## src/rtl/spi_burst_seq_pkg.sv

```systemverilog
// Shared types and constants for the SPI register-burst sequencer.
// Holds the FSM encoding, the command-byte read flag, the dummy byte and a constant clog2.
package spi_pkg;

    typedef enum logic [2:0] {
        ST_IDLE,
        ST_SETUP,
        ST_ISSUE,
        ST_WAIT,
        ST_HOLD
    } seq_state_t;

    localparam logic       SPI_RD_BIT = 1'b1;
    localparam logic [7:0] SPI_DUMMY  = 8'h00;

    // Never returns less than 1, so a width derived from it is always legal.
    function automatic int clog2(input int value);
        int r;
        r = 1;
        for (int i = 1; i < 31; i++) begin
            if ((1 << i) < value) r = i + 1;
        end
        return r;
    endfunction

endpackage

```

## src/rtl/spi_burst_seq_if.sv

```systemverilog
// Byte-engine link between the burst sequencer (master) and the 8-bit SPI byte engine (slave).
// The sequencer drives start/data_in and watches busy/new_data/data_out.
interface spi_burst_seq_if;

    logic       spi_start;
    logic [7:0] spi_data_in;
    logic       spi_busy;
    logic       spi_new_data;
    logic [7:0] spi_data_out;

    modport master (
        output spi_start,
        output spi_data_in,
        input  spi_busy,
        input  spi_new_data,
        input  spi_data_out
    );

    modport slave (
        input  spi_start,
        input  spi_data_in,
        output spi_busy,
        output spi_new_data,
        output spi_data_out
    );

endinterface

```

## src/rtl/spi_burst_seq.sv

```systemverilog
// Frames one register read burst or single write as a multi-byte SPI transaction under a held cs_n.
// Latency: first spi_start 1+CS_SETUP_CYC cycles after start; backpressure: waits on spi_busy, drops start while busy.
module spi_burst_seq
    import spi_pkg::*;
#(
    parameter int NUM_REGS     = 6,
    parameter int CS_SETUP_CYC = 4,
    parameter int CS_HOLD_CYC  = 4,
    parameter int TIMEOUT_CYC  = 1024
) (
    input  logic                  clk,
    input  logic                  rst,
    input  logic                  start,
    input  logic                  wr,
    input  logic [6:0]            addr,
    input  logic [7:0]            wr_data,
    output logic                  busy,
    output logic [8*NUM_REGS-1:0] frame_data,
    output logic                  frame_valid,
    output logic                  wr_done,
    output logic                  timeout,
    output logic                  cs_n,
    spi_burst_seq_if.master       spi
);

    localparam int FRAME_W = 8 * NUM_REGS;
    localparam int WD_W    = clog2(TIMEOUT_CYC);
    localparam int SU_W    = clog2(CS_SETUP_CYC);
    localparam int HO_W    = clog2(CS_HOLD_CYC);
    localparam int CNT_W   = (WD_W >= SU_W && WD_W >= HO_W) ? WD_W :
                             ((SU_W >= HO_W) ? SU_W : HO_W);
    localparam int IDX_W   = clog2(NUM_REGS + 1);

    localparam logic [CNT_W-1:0] SETUP_LAST  = CNT_W'(CS_SETUP_CYC - 1);
    localparam logic [CNT_W-1:0] HOLD_LAST   = CNT_W'(CS_HOLD_CYC - 1);
    localparam logic [CNT_W-1:0] WD_LAST     = CNT_W'(TIMEOUT_CYC - 1);
    localparam logic [IDX_W-1:0] RD_LAST_IDX = IDX_W'(NUM_REGS);
    localparam logic [IDX_W-1:0] WR_LAST_IDX = IDX_W'(1);

    seq_state_t         state, state_nxt;
    logic [CNT_W-1:0]   cnt, cnt_nxt;
    logic [IDX_W-1:0]   idx, idx_nxt, last_idx;
    logic               req_wr;
    logic [6:0]         req_addr;
    logic [7:0]         req_wdata;
    logic [FRAME_W-1:0] shift, shift_nxt;
    logic               issue_req;
    logic               spi_start_nxt;
    logic [7:0]         spi_data_nxt;
    logic               frame_valid_nxt, wr_done_nxt, timeout_nxt;

    assign last_idx = req_wr ? WR_LAST_IDX : RD_LAST_IDX;

    function automatic logic [7:0] tx_byte(input logic [IDX_W-1:0] i, input logic w,
                                           input logic [6:0] a, input logic [7:0] d);
        if (i == '0) return {(w ? ~SPI_RD_BIT : SPI_RD_BIT), a};
        return w ? d : SPI_DUMMY;
    endfunction

    always_comb begin
        state_nxt       = state;
        cnt_nxt         = cnt;
        idx_nxt         = idx;
        shift_nxt       = shift;
        issue_req       = 1'b0;
        spi_start_nxt   = 1'b0;
        spi_data_nxt    = spi.spi_data_in;
        frame_valid_nxt = 1'b0;
        wr_done_nxt     = 1'b0;
        timeout_nxt     = 1'b0;

        case (state)
            ST_IDLE: begin
                if (start) begin
                    state_nxt = ST_SETUP;
                    cnt_nxt   = '0;
                    idx_nxt   = '0;
                end
            end
            ST_SETUP: begin
                if (cnt == SETUP_LAST) issue_req = 1'b1;
                else                   cnt_nxt   = cnt + CNT_W'(1);
            end
            ST_ISSUE: issue_req = 1'b1;
            ST_WAIT: begin
                if (spi.spi_new_data) begin
                    // Byte 0 answers the command byte and carries no register data.
                    if (idx != '0 && !req_wr)
                        shift_nxt = (shift << 8) | FRAME_W'(spi.spi_data_out);
                    if (idx == last_idx) begin
                        state_nxt = ST_HOLD;
                        cnt_nxt   = '0;
                    end else begin
                        idx_nxt   = idx + IDX_W'(1);
                        issue_req = 1'b1;
                    end
                end else if (cnt == WD_LAST) begin
                    state_nxt   = ST_IDLE;
                    timeout_nxt = 1'b1;
                end else begin
                    cnt_nxt = cnt + CNT_W'(1);
                end
            end
            ST_HOLD: begin
                if (cnt == HOLD_LAST) begin
                    state_nxt       = ST_IDLE;
                    frame_valid_nxt = !req_wr;
                    wr_done_nxt     = req_wr;
                end else begin
                    cnt_nxt = cnt + CNT_W'(1);
                end
            end
            default: state_nxt = ST_IDLE;
        endcase

        // Fire straight from the deciding cycle so no extra cycle is lost when the engine is free.
        if (issue_req) begin
            if (!spi.spi_busy) begin
                spi_start_nxt = 1'b1;
                spi_data_nxt  = tx_byte(idx_nxt, req_wr, req_addr, req_wdata);
                cnt_nxt       = '0;
                state_nxt     = ST_WAIT;
            end else begin
                state_nxt = ST_ISSUE;
            end
        end
    end

    always_ff @(posedge clk or posedge rst) begin
        if (rst) begin
            state           <= ST_IDLE;
            cnt             <= '0;
            idx             <= '0;
            shift           <= '0;
            req_wr          <= 1'b0;
            req_addr        <= '0;
            req_wdata       <= '0;
            spi.spi_start   <= 1'b0;
            spi.spi_data_in <= '0;
            busy            <= 1'b0;
            cs_n            <= 1'b1;
            frame_data      <= '0;
            frame_valid     <= 1'b0;
            wr_done         <= 1'b0;
            timeout         <= 1'b0;
        end else begin
            state           <= state_nxt;
            cnt             <= cnt_nxt;
            idx             <= idx_nxt;
            shift           <= shift_nxt;
            if (state == ST_IDLE && start) begin
                req_wr    <= wr;
                req_addr  <= addr;
                req_wdata <= wr_data;
            end
            spi.spi_start   <= spi_start_nxt;
            spi.spi_data_in <= spi_data_nxt;
            busy            <= (state_nxt != ST_IDLE);
            cs_n            <= (state_nxt == ST_IDLE);
            if (frame_valid_nxt) frame_data <= shift;
            frame_valid     <= frame_valid_nxt;
            wr_done         <= wr_done_nxt;
            timeout         <= timeout_nxt;
        end
    end

endmodule

```

## src/flat_wrapper.sv

```systemverilog
// flat-port wrapper written by rule: the top's interface ports become plain ports
module spi_burst_seq_flat import spi_pkg::*;
#(
    parameter int NUM_REGS     = 6,
    parameter int CS_SETUP_CYC = 4,
    parameter int CS_HOLD_CYC  = 4,
    parameter int TIMEOUT_CYC  = 1024
)
  (clk, rst, start, wr, addr, wr_data, busy, frame_data, frame_valid, wr_done, timeout, cs_n, spi_spi_start, spi_spi_data_in, spi_spi_busy, spi_spi_new_data, spi_spi_data_out);
  spi_burst_seq_if spi_i ();
  input  logic clk;
  input  logic rst;
  input  logic start;
  input  logic wr;
  input  logic [6:0] addr;
  input  logic [7:0] wr_data;
  output logic busy;
  output logic [8*NUM_REGS-1:0] frame_data;
  output logic frame_valid;
  output logic wr_done;
  output logic timeout;
  output logic cs_n;
  output wire logic [$bits(spi_i.spi_start)-1:0] spi_spi_start;
  output wire logic [$bits(spi_i.spi_data_in)-1:0] spi_spi_data_in;
  input wire logic [$bits(spi_i.spi_busy)-1:0] spi_spi_busy;
  input wire logic [$bits(spi_i.spi_new_data)-1:0] spi_spi_new_data;
  input wire logic [$bits(spi_i.spi_data_out)-1:0] spi_spi_data_out;
  assign spi_spi_start = spi_i.spi_start;
  assign spi_spi_data_in = spi_i.spi_data_in;
  assign spi_i.spi_busy = spi_spi_busy;
  assign spi_i.spi_new_data = spi_spi_new_data;
  assign spi_i.spi_data_out = spi_spi_data_out;
  spi_burst_seq #(.NUM_REGS(NUM_REGS), .CS_SETUP_CYC(CS_SETUP_CYC), .CS_HOLD_CYC(CS_HOLD_CYC), .TIMEOUT_CYC(TIMEOUT_CYC)) u_core (.clk(clk), .rst(rst), .start(start), .wr(wr), .addr(addr), .wr_data(wr_data), .busy(busy), .frame_data(frame_data), .frame_valid(frame_valid), .wr_done(wr_done), .timeout(timeout), .cs_n(cs_n), .spi(spi_i));
endmodule
```

## config.mk

```make
export PLATFORM = sky130hd
export DESIGN_NAME = spi_burst_seq_flat
export DESIGN_NICKNAME = d
export VERILOG_FILES = /design/src/rtl/spi_burst_seq_pkg.sv /design/src/rtl/spi_burst_seq_if.sv /design/src/rtl/spi_burst_seq.sv /design/src/flat_wrapper.sv
export SDC_FILE = /design/constraint.sdc
export NUM_CORES = 1
export LEC_CHECK = 0
export BUFFER_PORTS_ARGS = -buffer_cell sky130_fd_sc_hd__buf_2
export CAP_MARGIN = 20
export CORE_MARGIN = 3
export CORE_UTILIZATION = 53
export CTS_BUF_LIST = sky130_fd_sc_hd__clkbuf_8
export DETAILED_ROUTE_END_ITERATION = 8
export HOLD_SLACK_MARGIN = 0.02
export PLACE_DENSITY_LB_ADDON = 0.2
export SLEW_MARGIN = 20
export SYNTH_ARGS = -nofsm -noshare
export SYNTH_HDL_FRONTEND = slang
export SYNTH_SLANG_ARGS = --single-unit
export TNS_END_PERCENT = 5
```

## constraint.sdc

```tcl
create_clock -name clk -period 4.2 [get_ports clk]
set_clock_uncertainty 0.1 [all_clocks]
set_input_delay 0.42 -clock clk [delete_from_list [all_inputs] [get_ports clk]]
set_output_delay 0.42 -clock clk [all_outputs]
set_load 0.02 [all_outputs]
```

Yosys cells after proc, flatten, opt, wreduce, memory -nomap -nowiden
Index checks and enable logic that the tools add are counted.
- bits in registers: 142
- output and inout bits: 62
- memory bits (writable): 0
- memories: 0
- bits in latches: 0
- logic and storage cells: 79
- ROM bits: 0
- shift operators: 0
- bitwise logic cells: 2
- multiply operators: 0
- reductions and logical operators: 12
- eq/ne operators: 7
- muxes and demuxes: 41
- $add $sub $neg: 2
- div/mod/pow operators: 0
- $lt $le $gt $ge: 0
- operator list (operator ; count):
    10-bit 2-to-1 mux ; 7
    48-bit by 8-bit bitwise OR with 48-bit output ; 1
    3-bit 2-to-1 mux ; 10
    10-bit one-hot mux with 3 select lines ; 1
    8-bit 2-to-1 mux ; 3
    1-bit 2-to-1 mux ; 17
    3-bit one-hot mux with 4 select lines ; 1
    10-bit by 1-bit adder with 10-bit output, second input constant ; 1
    10-bit equality test, second input constant ; 1
    10-bit by 2-bit equality test with 1-bit output, second input constant ; 1
    3-bit logical NOT ; 3
    3-bit by 2-bit equality test with 1-bit output, second input constant ; 2
    3-bit one-hot mux with 2 select lines ; 1
    3-bit nonzero test ; 2
    2-bit OR reduction ; 2
    3-bit by 1-bit adder with 3-bit output, second input constant ; 1
    3-bit by 1-bit equality test with 1-bit output, second input constant ; 1
    3-bit equality test ; 1
    3-bit equality test, second input constant ; 1
    1-bit one-hot mux with 3 select lines ; 1
    3-bit AND reduction ; 1
    1-bit logical AND ; 2
    2-bit AND reduction ; 1
    1-bit logical NOT ; 1
    1-bit NOT ; 1

Depth between registers and ports, before layout
Gate-level depths: netlist (run 1).
- depth after elaboration: 10
- gate-level depth with buffers: 8
- mapped depth without buffers: 7

Worst setup path after synthesis (run 1)
OpenSTA, ideal clock, no wires.
- kind: reg2reg
- from: register u_core.cnt[4]
- to: register u_core.frame_data[0]
- period minus slack after synthesis: 2.431 ns
- path buffers: 2
- arrival: 2.204 ns
- slack: 1.769 ns
- library setup time: 0.127 ns
- cell stages (with the launch flop): 7
- path through: dfrtp_1 > or4_4 > or3_1 > nor3_2 > buf_4 > buf_6 > mux2_1
- word-level cells in the longest chain between the ends: 3
- RTL lines (what ; RTL line ; RTL):
    from (decl) ; spi_burst_seq.sv:41 ; logic [CNT_W-1:0] cnt, cnt_nxt;
    from (signal assigned) ; spi_burst_seq.sv:148 ; cnt <= cnt_nxt;
    10-bit by 2-bit equality test with 1-bit output ; spi_burst_seq.sv:105 ; if (cnt == HOLD_LAST) begin
    1-bit 2-to-1 mux ; spi_burst_seq.sv:105 ;
    1-bit 2-to-1 mux ; spi_burst_seq.sv:72 ; case (state)
    named net u_core.frame_valid_nxt ; spi_burst_seq.sv:50 ; logic frame_valid_nxt, wr_done_nxt, timeout_nxt;
    to (signal assigned) ; spi_burst_seq.sv:160 ; if (frame_valid_nxt) frame_data <= shift;
    to (decl) ; spi_burst_seq.sv:18 ; output logic [8*NUM_REGS-1:0] frame_data,
The timed path passes the listed nets, and every way through them passes these cells.
A chain may end at the register's enable or synchronous reset.

Worst setup path in the final report (run 1)
- from: register u_core.cnt[0]
- to: register u_core.frame_data[21]
- word-level cells in the longest chain between the ends: 3
- RTL lines (what ; RTL line):
    10-bit by 2-bit equality test with 1-bit output ; spi_burst_seq.sv:105
    1-bit 2-to-1 mux ; spi_burst_seq.sv:105
    1-bit 2-to-1 mux ; spi_burst_seq.sv:72
No other way between the ends.

==> metrics.txt, run 1 <==
Final Hold Viols=0; Total Wirelength=12400 µm; crit-path cells=ha_1 > or3b_1 > or3_1 > nor3_4 > buf_12 > mux2_2; CTS resizes=0; total CTS buffers=17; Slew @ Worst Pin=1.02 ns; CTS H-Tree Depth=4; number of synthesized flops with an enable pin=0; drt drc=0; Setup Viol. Count Final=0; via count=4133; clk slew on worst S/H paths=0.08 ns; slew margin rel.=31.1%; CP max-delay cell=nor3_4; die span in x=113 µm; filler instances=850; WP data required=4.42 ns; ant diodes=0; dominant synthesized flop cell=dfrtp_1; most common cell after layout, fill and taps aside=dfrtp_1; largest net degree at the start of global routing=74; core area=11000 µm²; pins over their slew limit=0; Vias/cell=5.64; insertion delay to the later sink of the worst-skew pair=0.43 ns; sequential cell area fraction in the yosys report=58.2%; most frequent cells in the layout=141 x dfrtp_1, 90 x buf_2, 87 x mux2_2, 63 x nand2_1, 18 x clkbuf_8; register area=3550 µm²; GPL Wtd Cong=0.964; class of the worst hold path=input port to flip-flop; RSZ-0062 raised after global routing=false; ys async rst share=100%; multi-input logic area=2420 µm²; vias in the first global route=4216; Synth Warn #=0; Startpoint Class=flip-flop; top post-synthesis cells by area=dfrtp_1 58%, mux2_2 16%, nand2_1 3.9%; die footprint=12900 µm²; drt initial violations=228; hold_sp=addr[0]; chip height=113 µm; initial antenna violation count=0; Area growth syn-to-layout=15.9%; mean routed wirelength per cell=16.9 µm; crit end category=flip-flop; share of layout cells above drive strength 1=37.4%; Tmin final=3.09 ns; syn_nets=521; FF+latch count, synth=142; TritonCTS clock tree=done; Pre-Repair DR Iteration Count=4; post-synthesis cell area=6110 µm²; Root Buffer=clkbuf_8; first-pass GRT wire length=21000 µm; Tcrit/Tclk final=73.7%; GRT overflow=0; reg-to-reg startpoint=u_core.cnt[0]; Worst Setup SP=u_core.cnt[0]; Starting Density=55.4%; post-layout util=64.2%; Synth Area per Inst=12.5 µm²; outcome=finished, final reports clean; Max Freq=0.323 GHz; Antenna Nets Post-Route=0; LEAKAGE=3.62 nW; crit path kind=flip-flop to flip-flop; clock buffer depth=2; Syn Inst Count=489; PortBufs=90; Synth top area share=57.8%; Max-Cap Viols=0; I/O pin count=91; clock sink total=142; peak supply drop=0.000312 V; leading area contributor after synthesis=dfrtp_1; HPWL Detailed=8380 µm; Final #Nets=613; setup_tns=0 ns; unique cell type count in the Yosys netlist=61; P per Cell Area=562 nW/µm²; Total GRT Usage=20.4%; Post-CTS Setup Inserts=0; largest fanout on the critical path=35; Crit path largest cell delay=0.70 ns; row count=38; WP data arrival=3.31 ns
metrics by stage:
stage	cell area [µm²]	power (mW)	hold slack, ns	setup WS, ns	instances
after floorplan	6110	2.70	0.345	1.77	489
after global placement	6700	2.97	0.364	1.17	700
after detailed placement	6700	3.01	0.366	1.13	700
after CTS	7050	3.99	0.0538	1.10	731
after global routing	7080	4.23	0.0766	0.965	733
final	7080	3.98	0.0715	1.11	733
logic make-up after synthesis:
logic type / share of synthesized area (%)
buffers and inverters: 2.40
multiplexers: 18.0
XOR/XNOR: 0.574
AO/OA/AOI/OAI: 8.17
AND/OR/NAND/NOR: 12.0
flip-flops: 58.2
adder cells (fa/ha/maj): 0.614
metal layers:
layer / share of wire, % / track usage, % / wire [µm] / vias up
met3: 5.8 / 4.81 / 724 / 22
met4: 2.0 / 7.93 / 245 / 0
met5: 0 / 0 / 0 / -
met1: 46 / 28.7 / 5680 / 2043
li1: - / - / - / 1954
met2: 46 / 31.1 / 5740 / 114
flip-flops by register name (all words and copies together) (netlist names), 3 cells and up:
signal	flops
u_core.frame_data	48
u_core.shift	48
u_core.spi.spi_data_in	8
u_core.req_addr	7
u_core.req_wdata	8
u_core.idx	3
u_core.state	3
u_core.cnt	10
path summary, 6_finish.rpt:
| check | end | slack, ns | cells past startpoint |
|---|---|---|---|
| max reg2reg | u_core.frame_data[21] | 1.11 | 6 |
| min in group asynchronous | u_core.frame_data[40] | 0.41 | 3 |
| max | u_core.frame_data[21] | 1.11 | 6 |
| min reg2reg | u_core.req_addr[2] | 0.38 | 2 |
| min | u_core.req_addr[0] | 0.07 | 3 |
| max in group asynchronous | u_core.frame_data[3] | 2.77 | 5 |
cell usage after synthesis, drive strengths merged (2+ instances only):
cell	count
o211ai	3
xor2	2
nand2b	13
or2	2
o22ai	2
nor3	5
mux2	96
o21a	3
a31oi	3
a311oi	4
xnor2	2
o221ai	2
nor2	13
o31ai	2
or4bb	2
clkbuf	14
nand3b	3
ha	3
mux2i	2
a41oi	2
nand4b	2
dfrtp	141
and4b	2
inv	5
nand4	8
nand3	16
and3	3
nor2b	3
a211oi	8
o2111ai	7
a21oi	10
o21ai	12
nand2	63
buf	12
area by class of cell:
class                           instances  area share [%]
Timing Repair Buffer                   99            7.88
Clock buffer                           18            3.50
Multi-Input combinational cell        316            34.2
Clock inverter                         13            1.48
Tap cell                              140            2.47
Inverter                                5           0.318
Sequential cell                       142            50.2
report_power, final:
part	internal, mW	switching, mW
sequential	1.63	0.257
clock	0.472	0.504
combinational	0.443	0.667
total	2.55	1.43
worst max-delay path, delay by kind of cell (launching register included):
family / cells / cell delay (ns)
and+or+nand+nor: 3 / 1.54
DFF: 1 / 0.39
muxes: 1 / 0.36
buffers and inverters: 1 / 0.30
adders and majority gates: 1 / 0.26
timing repair:
action                                 4_1_cts  5_1_grt
endpoints found under the hold margin        0       12
setup endpoints to repair                    0        0
hold buffers                                 0        1
Power figures use the tool's default switching activity.
==> run 2, diff against run 1 <==
Settings changed: CORE_UTILIZATION 53 to 55.
Clock period 4.2 ns to 2.9 ns, I/O delays scaled along.
==> run 2 against run 1 <==
Net effect: sequential cell count did not move; sequential power rose by 43%; setup slack got worse by 0.86 ns; global-route usage rose by 0.49 points; sequential share of layout area fell by 1.9 points; clock power rose by 56%; power rose by 49%; die area fell by 3.4%; worst hold slack improved by 0.065 ns; largest power group unchanged.
==> metrics.txt, run 2 (synthesized netlist as in run 1, its figures left out) <==
Vias/cell=5.66; drt initial violations=266; class of the worst hold path=input port to flip-flop; Starting Density=57.9%; P per Cell Area=803 nW/µm²; Switching Share=36.3%; row count=37; Pre-Repair DR Iteration Count=5; Startpoint Class=flip-flop; share of layout cells above drive strength 1=36.9%; slew margin rel.=34.1%; post-layout util=69.8%; Cell Int Power=3.77 mW; I/O pin count=91; WHS Endpoint=u_core.state[0]; pins over their slew limit=0; core area=10600 µm²; Flop pwr share=45.8%; Final WS setup=0.245 ns; Tmin final=2.65 ns; most common cell after layout, fill and taps aside=dfrtp_1; crit-path cells=or4b_2 > o211ai_1 > nand4b_1 > o2111ai_1 > nand3_1; hold_sp=spi_spi_busy; Crit path largest cell delay=0.77 ns; via count=4280; TritonCTS clock tree=done; crit path kind=flip-flop to flip-flop; WP data arrival=2.87 ns; ant diodes=0; Slew @ Worst Pin=0.978 ns; R2R cell count=5; die footprint=12400 µm²; Final Hold Viols=0; total CTS buffers=17; WP data required=3.11 ns; Root Buffer=clkbuf_8; vias in the first global route=4317; GRT overflow=0; first-pass GRT wire length=21100 µm; Overall Power=5.92 mW; Comb pwr share=28.6%; PortBufs=90; RSZ-0062 raised after global routing=false; Non-Filler Instances=756; filler instances=794; die span in x=111 µm; Hold Crit Depth=3; clk slew on worst S/H paths=0.08 ns; Area growth syn-to-layout=20.5%; Buf/Inv on CP=0; Max-Cap Viols=0; insertion delay to the later sink of the worst-skew pair=0.44 ns; Final #Nets=639; mean routed wirelength per cell=16.2 µm; top cell family by delay on the critical path=simple AND/OR/NAND/NOR gates; Inst Count DP=699; multi-input logic area=2420 µm²; initial antenna violation count=0; Setup Viol. Count Final=0; HPWL Detailed=7940 µm; Post-CTS Setup Inserts=0; Total GRT Usage=20.9%; chip height=111 µm; crit end category=flip-flop; Max Freq=0.377 GHz; Clock Power Share=25.6%; GPL Wtd Cong=0.872; LEAKAGE=3.73 nW; outcome=finished, final reports clean; clock buffer depth=2; CTS H-Tree Depth=4; Total Wirelength=12300 µm; setup_tns=0 ns; Tcrit/Tclk final=91.6%; largest net degree at the start of global routing=84; Antenna Nets Post-Route=0; CP max-delay cell=or4b_2; reg-to-reg startpoint=u_core.state[2]; peak supply drop=0.000520 V; Place WS=0.282 ns; most frequent cells in the layout=141 x dfrtp_1, 90 x buf_2, 87 x mux2_2, 63 x nand2_1, 25 x dlygate4sd3_1; NetSw=2.15 mW; largest fanout on the critical path=17; clock sink total=142; largest registers=u_core.frame_data: 48 flops, u_core.shift: 48 flops, u_core.cnt: 10 flops; register area=3550 µm²; Worst R2R End=u_core.spi.spi_data_in[1]; reg-to-reg slack, setup=0.25 ns; drt drc=0
## run 2: timing repair
item                                    in CTS  in global routing
endpoints found under the setup margin       0                  0
hold endpoints to repair                    46                  0
gates resized for setup                      0                  0
hold buffers                                25                  0
## run 2: metal layers
| metal | track usage, % | up-vias | part of all wire, % |
|---|---|---|---|
| li1 | - | 2013 | - |
| met2 | 31.6 | 134 | 46 |
| met3 | 5.92 | 13 | 5.6 |
| met5 | 0 | - | 0 |
| met4 | 8.92 | 0 | 1.5 |
| met1 | 28.7 | 2120 | 46 |
## run 2: worst max path at each step
stage / startpoint / end / slack [ns] / cells past startpoint
4_1_cts: u_core.cnt[0] / u_core.frame_data[29] / 0.26 / 6
6_report: u_core.state[2] / u_core.spi.spi_data_in[1] / 0.25 / 5
3_3_place_gp: u_core.cnt[4] / u_core.frame_data[9] / 0.33 / 5
5_1_grt: u_core.cnt[0] / u_core.spi.spi_data_in[7] / 0.07 / 7
2_1_floorplan: u_core.cnt[4] / u_core.frame_data[0] / 0.47 / 6
3_5_place_dp: u_core.cnt[0] / u_core.frame_data[29] / 0.28 / 6
## run 2: power by group through the flow
stage               logic (mW)  registers (mW)  clock network [mW]
global placement          1.59            2.72                   0
CTS                       1.69            2.70                1.55
global route              1.89            2.77                1.63
floorplan                 1.22            2.69                   0
detailed placement        1.66            2.74                   0
finish                    1.69            2.71                1.52
## run 2: stage by stage
stage          area, µm²  hold WS [ns]
3_3_place_gp        6730         0.248
2_1_floorplan       6110         0.295
5_1_grt             7360         0.124
6_report            7360         0.136
3_5_place_dp        6730         0.252
4_1_cts             7360         0.105
## run 2: tightest hold or removal path: cells and delay by family
kind,cells,cell delay [ns]
AO/OA/AOI/OAI,2,0.21
buffers and inverters,1,0.13
## run 2: cell type report
type | instances | share of cell area (%)
Tap cell | 136 | 2.31
Timing Repair Buffer | 125 | 11.0
Clock buffer | 18 | 3.36
Clock inverter | 14 | 1.84
Sequential cell | 142 | 48.3
Inverter | 5 | 0.306
Multi-Input combinational cell | 316 | 32.9
